<file path="src/rtl/hack_cpu_core.sv">
// Multi-cycle Hack CPU core: FETCH / DECODE / EXEC, three cycles per instruction.
// The ALU is built in; ROM and RAM are external synchronous-read memories.
module hack_cpu_core #(
    parameter int              ADDR_W   = 15,
    parameter logic [ADDR_W-1:0] RESET_PC = '0
) (
    input  logic              clk,
    input  logic              reset,
    output logic [ADDR_W-1:0] rom_addr,
    input  logic [15:0]       rom_data,
    output logic [ADDR_W-1:0] mem_addr,
    input  logic [15:0]       mem_rdata,
    output logic [15:0]       mem_wdata,
    output logic              mem_we,
    output logic [ADDR_W-1:0] pc_dbg,
    output logic [1:0]        state_dbg
);

    typedef enum logic [1:0] {
        FETCH  = 2'd0,
        DECODE = 2'd1,
        EXEC   = 2'd2
    } state_t;

    state_t            state;
    logic [ADDR_W-1:0] pc;
    logic [15:0]       a_reg;
    logic [15:0]       d_reg;
    logic [15:0]       ir;

    logic        is_c;
    logic [15:0] alu_x, alu_y, x_z, x_n, y_z, y_n, alu_f, alu_out;
    logic        alu_zr, alu_ng, jump;
    logic        unused_ir_bits;

    assign is_c = ir[15];
    assign unused_ir_bits = ^ir[14:13];

    always_comb begin
        alu_x   = d_reg;
        alu_y   = ir[12] ? mem_rdata : a_reg;
        x_z     = ir[11] ? 16'h0000 : alu_x;
        x_n     = ir[10] ? ~x_z : x_z;
        y_z     = ir[9] ? 16'h0000 : alu_y;
        y_n     = ir[8] ? ~y_z : y_z;
        alu_f   = ir[7] ? (x_n + y_n) : (x_n & y_n);
        alu_out = ir[6] ? ~alu_f : alu_f;
        alu_zr  = (alu_out == 16'h0000);
        alu_ng  = alu_out[15];
        jump    = is_c & ((ir[2] & alu_ng) | (ir[1] & alu_zr) | (ir[0] & ~alu_ng & ~alu_zr));
    end

    // Write strobe must be combinational: the ALU result depends on mem_rdata,
    // which only becomes valid in EXEC itself.
    assign mem_we    = (state == EXEC) && is_c && ir[3];
    assign mem_wdata = alu_out;
    assign mem_addr  = a_reg[ADDR_W-1:0];
    assign rom_addr  = pc;
    assign pc_dbg    = pc;
    assign state_dbg = state;

    always_ff @(posedge clk or posedge reset) begin
        if (reset) begin
            state <= FETCH;
            pc    <= RESET_PC;
            a_reg <= 16'h0000;
            d_reg <= 16'h0000;
            ir    <= 16'h0000;
        end else begin
            unique case (state)
                FETCH: state <= DECODE;
                DECODE: begin
                    ir    <= rom_data;
                    state <= EXEC;
                end
                EXEC: begin
                    state <= FETCH;
                    if (!is_c) begin
                        a_reg <= ir;
                        pc    <= pc + 1'b1;
                    end else begin
                        if (ir[5]) a_reg <= alu_out;
                        if (ir[4]) d_reg <= alu_out;
                        // Jump target is the A value from before this instruction's update.
                        pc <= jump ? a_reg[ADDR_W-1:0] : pc + 1'b1;
                    end
                end
                default: state <= FETCH;
            endcase
        end
    end

endmodule

</file>
<file path="config.mk">
export PLATFORM = sky130hd
export DESIGN_NAME = hack_cpu_core
export DESIGN_NICKNAME = d
export VERILOG_FILES = /design/src/rtl/hack_cpu_core.sv
export SDC_FILE = /design/constraint.sdc
export NUM_CORES = 1
export LEC_CHECK = 0
export CAP_MARGIN = 30
export CORE_UTILIZATION = 58
export DETAILED_ROUTE_END_ITERATION = 16
export HOLD_SLACK_MARGIN = 0.08
export PLACE_DENSITY = 0.87
export SLEW_MARGIN = 20
export SYNTH_ARGS = -nofsm -noshare
export SYNTH_HDL_FRONTEND = slang
export SYNTH_SLANG_ARGS = --single-unit
</file>
<file path="constraint.sdc">
create_clock -name clk -period 18.6 [get_ports clk]
set_clock_uncertainty 0.1 [all_clocks]
set_input_delay 5.58 -clock clk [delete_from_list [all_inputs] [get_ports clk]]
set_output_delay 5.58 -clock clk [all_outputs]
set_load 0.1 [all_outputs]
</file>
==> reports/results.ini <==
[finish]
syn_to_final_growth_pct=19.1
final_util_pct=70.7
fillers=708
layout-drive-gt1-share_pct=10.5
final_nets=731
antennaDiodeCount=0

[logic_synthesis]
syn_inst=635
yosysTopAreaCell=dfrtp_1
post-synth-top-area-fraction_pct=29.8
syn_area_per_cell_um2=8.59
synth_cell_types=65
synth.ff_latch_count=65
syn_area_mm2=0.00546
synth_edf_count=0
yosysMostFrequentCell=nand2_1
synth-async-reset-ratio_pct=100
ys_top_cells_by_area=dfrtp_1, mux2i_1, mux2_2
yosys-top-cells-count=nand2_1, dfrtp_1, nor2_1, buf_4, mux2i_1
synth_fp_nets=687
ys.flop_type=dfrtp_1
seq_area_frac_synth_pct=29.8
synth_warnings=0

[power]
powerDensity_mw_per_mm2=186
irDropWorstVdd_v=0.000148
power_leakage_uw=0.00280

[worst_setup_path]
crit_arrival_ns=10.03
path_max_fanout=7
endpoint=mem_wdata[15]
cp-startpoint=mem_rdata[4]
end_kind=primary output
start_kind=input pin
critPathKind=input pin to primary output
reg2reg_slack_ns=12.23
crit_required_ns=12.92
r2r-start=ir[12]
worst-r2r-cell-count=16
r2r_end=pc_dbg[11]

[clock_network]
cts.sink_count=65
cts_hold_buf=0
cts_tree=yes
clk_pin_slew_ns=0.08
clk_path_buf_depth=2
numCtsBuffers=9
cts_setup_buffers=0
cts_resized=0
clk_latency_ns=0.36
h-tree-depth=3
cts_root_buf=clkbuf_8

[sta]
fin_ws_ns=2.89
fin_setup_tns_ns=0
drv_slew=0
worst_pin_slew_ns=1.02
relSlewSlack_pct=31.8
fmax_ghz=0.0637
finalHoldViolCount=0
rsz0062_at_grt=false
setup_viol=0
period_needed_ns=15.71
period_share_pct=84.4

[place]
io_buffer_count=97
pre_cts_ws_ns=2.97
routabilityCongestion=0.896
hpwl_um=10400

[route]
drc=0
wl_um=14700
route.detailed.wl_per_inst_um=18.5
vias=4877
drt_iter0_markers=299
vias_per_cell=6.13
antenna_left=0
drt_first_pass_iters=5

[global_route]
grt_max_degree=66
grt_pass1_vias=4742
grt_pass1_wl_um=23800
grt-ovfl-total=0
track_usage_pct=30.9
grt_antenna_before_repair=0

[die]
initial_core_util_pct=59.3
rows=35
die_height_um=99.0
pin_count=98
core_mm2=0.00920
dieArea_mm2=0.00980
die_w_um=99.0

[job]
max_cap_viol_count=0

[status]
outcome=finished, final reports clean

[hold_path]
hold_class=flip-flop to flip-flop

==> cells in the final DEF, fill, tap and decap left out, drive strengths merged, types with 3 or more instances in the layout <==
cell	count
and3	11
nand2b	22
or2	5
a211oi	6
a21o	6
nor2	45
nor4	3
dfrtp	65
nor3b	6
nand4	6
inv	20
nand3	17
nor2b	9
o211ai	18
ha	17
mux2i	30
clkdlybuf4s50	97
and2	10
a31oi	3
buf	9
or3	3
o22ai	4
o2111ai	13
mux2	28
xnor2	28
nand2	72
o221ai	3
bufinv	3
a21oi	15
clkbuf	10
nor3	17
o21ai	31
xor2	17
==> where the power goes <==
group	total (µW)	switching [µW]	internal, µW
registers	226	45.9	180
clock network	157	63.6	93.2
logic	825	599	226
==> layer usage <==
layer	part of all wire [%]	up-vias	wire length, µm	global-route usage, %
met3	6.2	18	917	5.39
met5	0	-	0	0
li1	-	2308	-	-
met1	43	2363	6370	40.4
met4	1.1	0	165	7.23
met2	49	188	7270	53.3
==> worst max-delay path, cell delays in order <==
cell	delay, ns
clkdlybuf4s50_1	0.45
mux2i_1	0.07
nor2_1	0.16
xor2_1	0.24
ha_1	0.35
a21oi_1	0.41
o21ai_1	0.14
a2111o_1	0.47
a311o_1	0.36
a21o_1	0.19
a31oi_4	0.19
xnor2_2	0.18
clkdlybuf4s50_1	1.23
==> area by class of cell <==
class	instances	area [µm²]	share of cell area, %
Multi-Input combinational cell	477	3340	51.4
Sequential cell	65	1630	25.0
Timing Repair Buffer	106	1060	16.4
Tap cell	111	139	2.14
Clock buffer	10	138	2.12
Clock inverter	6	115	1.77
Inverter	20	75.1	1.15
==> kinds of logic after synthesis <==
family	Yosys count	synth area share, %
AO/OA/AOI/OAI	120	16.8
XOR/XNOR	45	7.36
adder cells (fa/ha/maj)	18	4.26
buffers and inverters	93	8.96
flip-flops	65	29.8
multiplexers	58	11.3
AND/OR/NAND/NOR	236	21.5
==> metrics by stage <==
stage | std cells | hold slack, ns | instance area, µm² | power (µW)
global placement | 775 | 0.363 | 6190 | 1030
detailed placement | 775 | 0.378 | 6190 | 1040
global route | 795 | 0.424 | 6500 | 1260
CTS | 791 | 0.393 | 6440 | 1200
floorplan | 635 | 0.351 | 5460 | 896
finish | 795 | 0.389 | 6500 | 1210
==> worst min path at each step <==
stage                     depth (start not counted)    startpoint           end
after global routing                              2      alu_x[5]      alu_x[5]
after detailed placement                          2      alu_x[3]      alu_x[3]
after global placement                            2      alu_x[5]      alu_x[5]
after CTS                                         1  state_dbg[0]  state_dbg[0]
final                                             2      alu_x[3]      alu_x[3]
after floorplan                                   2      alu_x[1]      alu_x[1]
(Power assumes the default switching activity.)
